`src/rtl/dmem_pkg.sv`:
```
// Shared types and constants for the data-memory responder: access size codes,
// FSM state encoding, lane widths and the alignment helpers.
package dmem_pkg;

    typedef enum logic [1:0] {
        TamDouble = 2'b00,
        TamWord   = 2'b01,
        TamHalf   = 2'b10,
        TamByte   = 2'b11
    } tam_e;

    typedef enum logic [2:0] {
        StIdle,
        StRd,
        StCap,
        StWr,
        StDone,
        StErr
    } state_e;

    localparam int unsigned DwordBits = 64;
    localparam int unsigned WordBits  = 32;
    localparam int unsigned HalfBits  = 16;
    localparam int unsigned ByteBits  = 8;

    // True when the byte offset is not a multiple of the access size.
    function automatic logic is_misaligned(tam_e tam, logic [2:0] off);
        logic mis;
        mis = 1'b0;
        unique case (tam)
            TamDouble: mis = |off;
            TamWord:   mis = |off[1:0];
            TamHalf:   mis = off[0];
            TamByte:   mis = 1'b0;
        endcase
        return mis;
    endfunction

    // Clears the offset bits that lie inside the access size.
    function automatic logic [2:0] align_offset(tam_e tam, logic [2:0] off);
        logic [2:0] res;
        res = off;
        unique case (tam)
            TamDouble: res = 3'b000;
            TamWord:   res = {off[2], 2'b00};
            TamHalf:   res = {off[2:1], 1'b0};
            TamByte:   res = off;
        endcase
        return res;
    endfunction

endpackage

```
`src/rtl/dmem_if.sv`:
```
// Control-unit and memory-side signals of the data-memory responder.
// slave: responder view; master: control unit plus memory view.
interface dmem_if
    import dmem_pkg::*;
();
    logic        req;
    logic        we;
    tam_e        tam;
    logic [63:0] addr;
    logic [63:0] wdata;
    logic [63:0] rdata;
    logic        done;
    logic        busy;
    logic        misaligned;
    logic [63:0] mem_addr;
    logic        mem_wr;
    logic [63:0] mem_wdata;
    logic [63:0] mem_rdata;

    modport slave (
        input  req, we, tam, addr, wdata, mem_rdata,
        output rdata, done, busy, misaligned, mem_addr, mem_wr, mem_wdata
    );

    modport master (
        output req, we, tam, addr, wdata, mem_rdata,
        input  rdata, done, busy, misaligned, mem_addr, mem_wr, mem_wdata
    );
endinterface

```
`src/rtl/dmem_lane_merge.sv`:
```
// Combinational lane logic: extracts and sign-extends the addressed lane of a
// doubleword for loads, and splices store data into that lane for stores.
module dmem_lane_merge
    import dmem_pkg::*;
(
    input  tam_e        tam_i,
    input  logic [2:0]  offset_i,
    input  logic [63:0] rdata_i,
    input  logic [63:0] wdata_i,
    output logic [63:0] load_data_o,
    output logic [63:0] merged_o
);

    logic [5:0]  shamt;
    logic [63:0] shifted;
    logic [63:0] lane_mask;

    // Lane extract with sign extension, and read-modify-write merge.
    always_comb begin
        shamt       = {offset_i, 3'b000};
        shifted     = rdata_i >> shamt;
        load_data_o = shifted;
        lane_mask   = '1;
        unique case (tam_i)
            TamDouble: begin
                load_data_o = shifted;
                lane_mask   = '1;
            end
            TamWord: begin
                load_data_o = {{(DwordBits - WordBits){shifted[WordBits-1]}},
                               shifted[WordBits-1:0]};
                lane_mask   = {{(DwordBits - WordBits){1'b0}}, {WordBits{1'b1}}};
            end
            TamHalf: begin
                load_data_o = {{(DwordBits - HalfBits){shifted[HalfBits-1]}},
                               shifted[HalfBits-1:0]};
                lane_mask   = {{(DwordBits - HalfBits){1'b0}}, {HalfBits{1'b1}}};
            end
            TamByte: begin
                load_data_o = {{(DwordBits - ByteBits){shifted[ByteBits-1]}},
                               shifted[ByteBits-1:0]};
                lane_mask   = {{(DwordBits - ByteBits){1'b0}}, {ByteBits{1'b1}}};
            end
        endcase
        merged_o = (rdata_i & ~(lane_mask << shamt)) | ((wdata_i & lane_mask) << shamt);
    end

endmodule

```
`src/rtl/dmem_responder.sv`:
```
// Data-memory responder: serves one load/store at a time from the control unit
// against a doubleword memory with one cycle of read latency. Sub-doubleword
// stores are read-modify-write. Misalignment rejection is built only when
// DMEM_MISALIGN_CHECK_EN is defined; otherwise low offset bits are ignored.
module dmem_responder
    import dmem_pkg::*;
(
    input  logic    clk,
    input  logic    Reset,
    dmem_if.slave   bus
);

    state_e      state_q, state_d;
    logic        we_q, we_d;
    tam_e        tam_q, tam_d;
    logic [2:0]  offset_q, offset_d;
    logic [63:0] wdata_q, wdata_d;
    logic [63:0] mem_addr_q, mem_addr_d;
    logic [63:0] rdata_q, rdata_d;
    logic [63:0] mem_wdata_q, mem_wdata_d;

    logic        req_mis;
    logic [2:0]  req_offset;
    logic [63:0] load_data;
    logic [63:0] merged;

    // Request-time alignment decision and effective lane offset.
    always_comb begin
`ifdef DMEM_MISALIGN_CHECK_EN
        req_mis    = is_misaligned(bus.tam, bus.addr[2:0]);
        req_offset = bus.addr[2:0];
`else
        req_mis    = 1'b0;
        req_offset = align_offset(bus.tam, bus.addr[2:0]);
`endif
    end

    dmem_lane_merge u_lane_merge (
        .tam_i       (tam_q),
        .offset_i    (offset_q),
        .rdata_i     (bus.mem_rdata),
        .wdata_i     (wdata_q),
        .load_data_o (load_data),
        .merged_o    (merged)
    );

    // Next-state and datapath updates for the access FSM.
    always_comb begin
        state_d     = state_q;
        we_d        = we_q;
        tam_d       = tam_q;
        offset_d    = offset_q;
        wdata_d     = wdata_q;
        mem_addr_d  = mem_addr_q;
        rdata_d     = rdata_q;
        mem_wdata_d = mem_wdata_q;
        case (state_q)
            StIdle: begin
                if (bus.req) begin
                    we_d       = bus.we;
                    tam_d      = bus.tam;
                    offset_d   = req_offset;
                    wdata_d    = bus.wdata;
                    mem_addr_d = {bus.addr[63:3], 3'b000};
                    if (req_mis) begin
                        state_d = StErr;
                    end else if (bus.we && (bus.tam == TamDouble)) begin
                        // Full-width store needs no read; write straight away.
                        mem_wdata_d = bus.wdata;
                        state_d     = StWr;
                    end else begin
                        state_d = StRd;
                    end
                end
            end
            StRd: state_d = StCap;
            StCap: begin
                if (we_q) begin
                    mem_wdata_d = merged;
                    state_d     = StWr;
                end else begin
                    rdata_d = load_data;
                    state_d = StDone;
                end
            end
            StWr:   state_d = StDone;
            StDone: state_d = StIdle;
            StErr:  state_d = StIdle;
            default: state_d = StIdle;
        endcase
    end

    // State and datapath registers, cleared asynchronously by Reset.
    always_ff @(posedge clk or posedge Reset) begin
        if (Reset) begin
            state_q     <= StIdle;
            we_q        <= 1'b0;
            tam_q       <= TamDouble;
            offset_q    <= 3'b000;
            wdata_q     <= '0;
            mem_addr_q  <= '0;
            rdata_q     <= '0;
            mem_wdata_q <= '0;
        end else begin
            state_q     <= state_d;
            we_q        <= we_d;
            tam_q       <= tam_d;
            offset_q    <= offset_d;
            wdata_q     <= wdata_d;
            mem_addr_q  <= mem_addr_d;
            rdata_q     <= rdata_d;
            mem_wdata_q <= mem_wdata_d;
        end
    end

    // Status outputs decode from the state register so Reset drops them at once.
    assign bus.busy      = (state_q != StIdle);
    assign bus.done      = (state_q == StDone) || (state_q == StErr);
    assign bus.mem_wr    = (state_q == StWr);
`ifdef DMEM_MISALIGN_CHECK_EN
    assign bus.misaligned = (state_q == StErr);
`else
    assign bus.misaligned = 1'b0;
`endif
    assign bus.rdata     = rdata_q;
    assign bus.mem_addr  = mem_addr_q;
    assign bus.mem_wdata = mem_wdata_q;

endmodule

```
`src/flat_wrapper.sv`:
```
// flat-port wrapper written by rule: the top's interface ports become plain ports
module dmem_responder_flat import dmem_pkg::*;
  (clk, Reset, bus_req, bus_we, bus_tam, bus_addr, bus_wdata, bus_mem_rdata, bus_rdata, bus_done, bus_busy, bus_misaligned, bus_mem_addr, bus_mem_wr, bus_mem_wdata);
  dmem_if bus_i ();
  input  logic clk;
  input  logic Reset;
  input wire logic [$bits(bus_i.req)-1:0] bus_req;
  input wire logic [$bits(bus_i.we)-1:0] bus_we;
  input wire logic [$bits(bus_i.tam)-1:0] bus_tam;
  input wire logic [$bits(bus_i.addr)-1:0] bus_addr;
  input wire logic [$bits(bus_i.wdata)-1:0] bus_wdata;
  input wire logic [$bits(bus_i.mem_rdata)-1:0] bus_mem_rdata;
  output wire logic [$bits(bus_i.rdata)-1:0] bus_rdata;
  output wire logic [$bits(bus_i.done)-1:0] bus_done;
  output wire logic [$bits(bus_i.busy)-1:0] bus_busy;
  output wire logic [$bits(bus_i.misaligned)-1:0] bus_misaligned;
  output wire logic [$bits(bus_i.mem_addr)-1:0] bus_mem_addr;
  output wire logic [$bits(bus_i.mem_wr)-1:0] bus_mem_wr;
  output wire logic [$bits(bus_i.mem_wdata)-1:0] bus_mem_wdata;
  assign bus_i.req = bus_req;
  assign bus_i.we = bus_we;
  assign bus_i.tam = bus_tam;
  assign bus_i.addr = bus_addr;
  assign bus_i.wdata = bus_wdata;
  assign bus_i.mem_rdata = bus_mem_rdata;
  assign bus_rdata = bus_i.rdata;
  assign bus_done = bus_i.done;
  assign bus_busy = bus_i.busy;
  assign bus_misaligned = bus_i.misaligned;
  assign bus_mem_addr = bus_i.mem_addr;
  assign bus_mem_wr = bus_i.mem_wr;
  assign bus_mem_wdata = bus_i.mem_wdata;
  dmem_responder u_core (.clk(clk), .Reset(Reset), .bus(bus_i));
endmodule
```
`config.mk`:
```
export PLATFORM = sky130hd
export DESIGN_NAME = dmem_responder_flat
export DESIGN_NICKNAME = d
export VERILOG_FILES = /design/src/rtl/dmem_pkg.sv /design/src/rtl/dmem_if.sv /design/src/rtl/dmem_lane_merge.sv /design/src/rtl/dmem_responder.sv /design/src/flat_wrapper.sv
export SDC_FILE = /design/constraint.sdc
export NUM_CORES = 1
export LEC_CHECK = 0
export CORE_UTILIZATION = 42
export CTS_CLUSTER_SIZE = 14
export DETAILED_ROUTE_END_ITERATION = 10
export PLACE_DENSITY = 0.78
export SYNTH_ARGS = -nofsm -noshare
export SYNTH_HDL_FRONTEND = slang
export SYNTH_SLANG_ARGS = --single-unit
```
`constraint.sdc`:
```
create_clock -name clk -period 12 [get_ports clk]
set_input_delay 1.2 -clock clk [delete_from_list [all_inputs] [get_ports clk]]
set_output_delay 1.2 -clock clk [all_outputs]
set_load 0.005 [all_outputs]
```
==> results.py <==
metrics = {
    "run_status": {
        "outcome": "complete, no violations",
    },
    "timing": {
        "setup_viol": 0,
        "max_freq_ghz": 0.245,
        "finalCritPeriodShare_pct": 34.0,
        "drv_slew": 0,
        "slew-limit-headroom_pct": 25.7,
        "period_needed_ps": 4070,
        "fin_worst_skew_ps": 21.5,
        "rsz0062_at_grt": "false",
        "hold_violations": 0,
        "tns_ps": 0,
        "worst_slew_pin_slew_ps": 1100,
    },
    "layout": {
        "final_core_util_pct": 57.7,
        "layout-drive-gt1-share_pct": 7.24,
        "multiInputGateArea_um2": 7070,
        "nNetsFinal": 2140,
        "nFillCells": 2977,
        "seqCellArea_um2": 6560,
        "area_delta_synth_final_pct": 34.6,
    },
    "place": {
        "dp_hpwl_um": 42100,
        "gp_congestion": 1.04,
        "place.port_buffers": 389,
    },
    "clock_network": {
        "cts-root-buf": "clkbuf_16",
        "cts_buffers": 29,
        "htreeDepth": 1,
        "postCtsSetupRepairBufs": 0,
        "ctsResizeCount": 0,
        "clkSinkCount": 262,
        "clock_latency_ps": 570,
        "clk_pin_slew_ps": 60,
        "cts_tree": "done",
        "clockBufferDepth": 3,
        "postCtsHoldBufs": 0,
    },
    "critical_path": {
        "r2r-end": "u_core.bus.rdata[51]",
        "endpoint": "u_core.bus.rdata[51]",
        "cp_max_fo": 72,
        "r2r_slack_ps": 7930,
        "worstSetupStartpoint": "u_core.offset_q[0]",
        "cp.required_ps": 12480,
        "r2r_cells": 7,
        "arrival_ps": 4560,
        "critPathKind": "reg -> reg",
        "timing.rr.start": "u_core.offset_q[0]",
        "critPathLaunchType": "flop",
        "crit_path_end_kind": "flop",
    },
    "detailed_routing": {
        "detail_route.wl_per_cell_um": 24.2,
        "finalWirelength_um": 58400,
        "drt.antenna.violating_nets": 0,
        "drt_iter0_drc": 2124,
        "vias_per_cell": 6.05,
        "vias": 14600,
        "drc_errors": 0,
        "dr.pass1.iters": 8,
    },
    "job": {
        "cap_viol_max_count": 0,
    },
    "synthesis": {
        "synth_cells": 1639,
        "synthArstFlopShare_pct": 100,
        "seq_area_frac_synth_pct": 45.5,
        "synth_area_um2": 14400,
        "ys_seq_elements": 262,
        "post_synth.cell_area_avg_um2": 8.78,
        "synth_cell_types": 62,
        "synth_edf_count": 0,
        "synthFlopType": "dfrtp_1",
        "synth_warnings": 0,
    },
    "floorplan": {
        "die_h_um": 187,
        "core-area_um2": 33600,
        "die_area_um2": 35000,
        "core.rowCount": 67,
        "start_util_pct": 42.8,
        "ios": 394,
        "die_w_um": 187,
    },
    "grt": {
        "grt_pass1_vias": 14000,
        "grt_max_degree": 108,
        "grtUsageTotal_pct": 32.5,
        "grt_antenna_before_repair": 2,
        "grt_overflow": 0,
        "grt_pass1_wl_um": 86700,
    },
    "pwr": {
        "p_leak_nw": 8.09,
        "power.density_nw_per_um2": 300,
        "total_power_mw": 5.81,
        "ir_drop_v": 0.000164,
    },
    "hold_path": {
        "hold_path.class": "reg -> reg",
    },
}
==> sequential cells by signal, indices dropped and copies added (netlist names) <==
name	count
u_core.tam_q	2
u_core.state_q	3
u_core.bus.rdata	64
u_core.bus.mem_wdata	64
u_core.wdata_q	64
u_core.offset_q	3
u_core.we_q	1
u_core.bus.mem_addr	61
==> synth_stat cells (all sizes together), types with 2 or more instances <==
| cell type | n | area [µm²] |
|---|---|---|
| a22oi | 17 | 128 |
| nor2 | 97 | 367 |
| nand2b | 6 | 37.5 |
| a2bb2oi | 9 | 78.8 |
| a21o | 2 | 15.0 |
| o22a | 15 | 131 |
| nor3b | 18 | 135 |
| o2bb2ai | 16 | 140 |
| o211ai | 3 | 22.5 |
| o221ai | 9 | 78.8 |
| a211oi | 4 | 40.0 |
| mux4 | 21 | 473 |
| and2 | 5 | 31.3 |
| o21ai | 108 | 541 |
| or2 | 2 | 12.5 |
| mux2i | 65 | 651 |
| o32ai | 2 | 25.0 |
| o21a | 17 | 129 |
| nand3 | 3 | 15.0 |
| nor2b | 7 | 43.8 |
| or3b | 2 | 17.5 |
| mux2 | 22 | 248 |
| clkbuf | 61 | 229 |
| a31oi | 55 | 428 |
| o31ai | 7 | 57.6 |
| buf | 76 | 477 |
| dfrtp | 262 | 6560 |
| nand2 | 487 | 1830 |
| a221oi | 30 | 263 |
| or3 | 25 | 156 |
| inv | 24 | 90.1 |
| or2b | 2 | 15.0 |
| a21oi | 104 | 521 |
| a222oi | 6 | 60.1 |
| o22ai | 24 | 150 |
| nor3 | 18 | 116 |
==> report_power, final <==
group / internal, mW / leakage (nW) / switching, mW
Combinational: 1.34 / 4.45 / 1.70
Clock: 0.616 / 0.509 / 0.384
Sequential: 1.32 / 3.14 / 0.438
==> routing by layer <==
layer / share of wire, % / vias up / global-route usage [%]
li1: - / 6342 / -
met1: 38 / 6925 / 43.0
met2: 43 / 1094 / 48.3
met3: 13 / 228 / 10.1
met4: 5.9 / 2 / 15.3
met5: 0.022 / - / 0
==> layout by cell type, fill, tap and decap left out, drive strengths merged, types with 7 or more instances in the layout <==
cell type      count
clkdlybuf4s50    389
o31ai              7
or3               25
a22oi             17
a2bb2oi            9
mux2              22
a21oi            104
o221ai             9
nor2              97
o21ai            108
nor3              18
mux2i             65
a221oi            30
inv               25
buf               17
bufinv             7
dfrtp            262
o2bb2ai           16
nor3b             18
o22a              15
o21a              17
o22ai             24
nand2            487
nor2b              7
a31oi             55
mux4              21
clkbuf            36
==> layout make-up <==
class	count	share of cell area, %
antenna	3	0.0387
clock buffer	36	4.09
clock inverter	15	1.37
inverter	24	0.504
multi-input combinational	1219	36.5
sequential	262	33.9
tap	448	2.89
timing repair buffer	406	20.8
==> how the worst min path moves through the flow <==
stage                                        from                       to  slack (ps)  cells after the start
after global routing      u_core.bus.mem_addr[63]  u_core.bus.mem_addr[63]         490                      2
final                     u_core.bus.mem_addr[24]  u_core.bus.mem_addr[24]         470                      2
after floorplan                u_core.wdata_q[60]       u_core.wdata_q[60]         440                      2
after detailed placement  u_core.bus.mem_addr[57]  u_core.bus.mem_addr[57]         460                      2
after global placement     u_core.bus.mem_addr[5]   u_core.bus.mem_addr[5]         460                      2
after CTS                 u_core.bus.mem_addr[57]  u_core.bus.mem_addr[57]         480                      2
==> cells by family after synthesis <==
family	Yosys count	share of synthesized area [%]
buffers and inverters	161	5.53
other	1	0.0260
muxes	108	9.52
AOI/OAI and AO/OA	434	20.0
and+or+nand+nor	673	19.4
DFF	262	45.5
==> critical path, stage by stage (launching register included) <==
cell,delay (ps)
dfrtp_4,830
buf_4,650
buf_4,730
nor2b_1,600
o2bb2ai_1,210
o21ai_1,130
o221a_4,490
a31oi_1,230
==> stage by stage <==
stage                     hold WS, ps  worst slack (ps)  instance area, µm²  std cells
after floorplan                   441              3590               14400       1642
after CTS                         476              8080               19400       2410
final                             471              7930               19400       2413
after detailed placement          461              8090               18300       2359
after global placement            458              8180               18300       2359
after global routing              494              7700               19400       2410
Power figures use the tool's default switching activity.
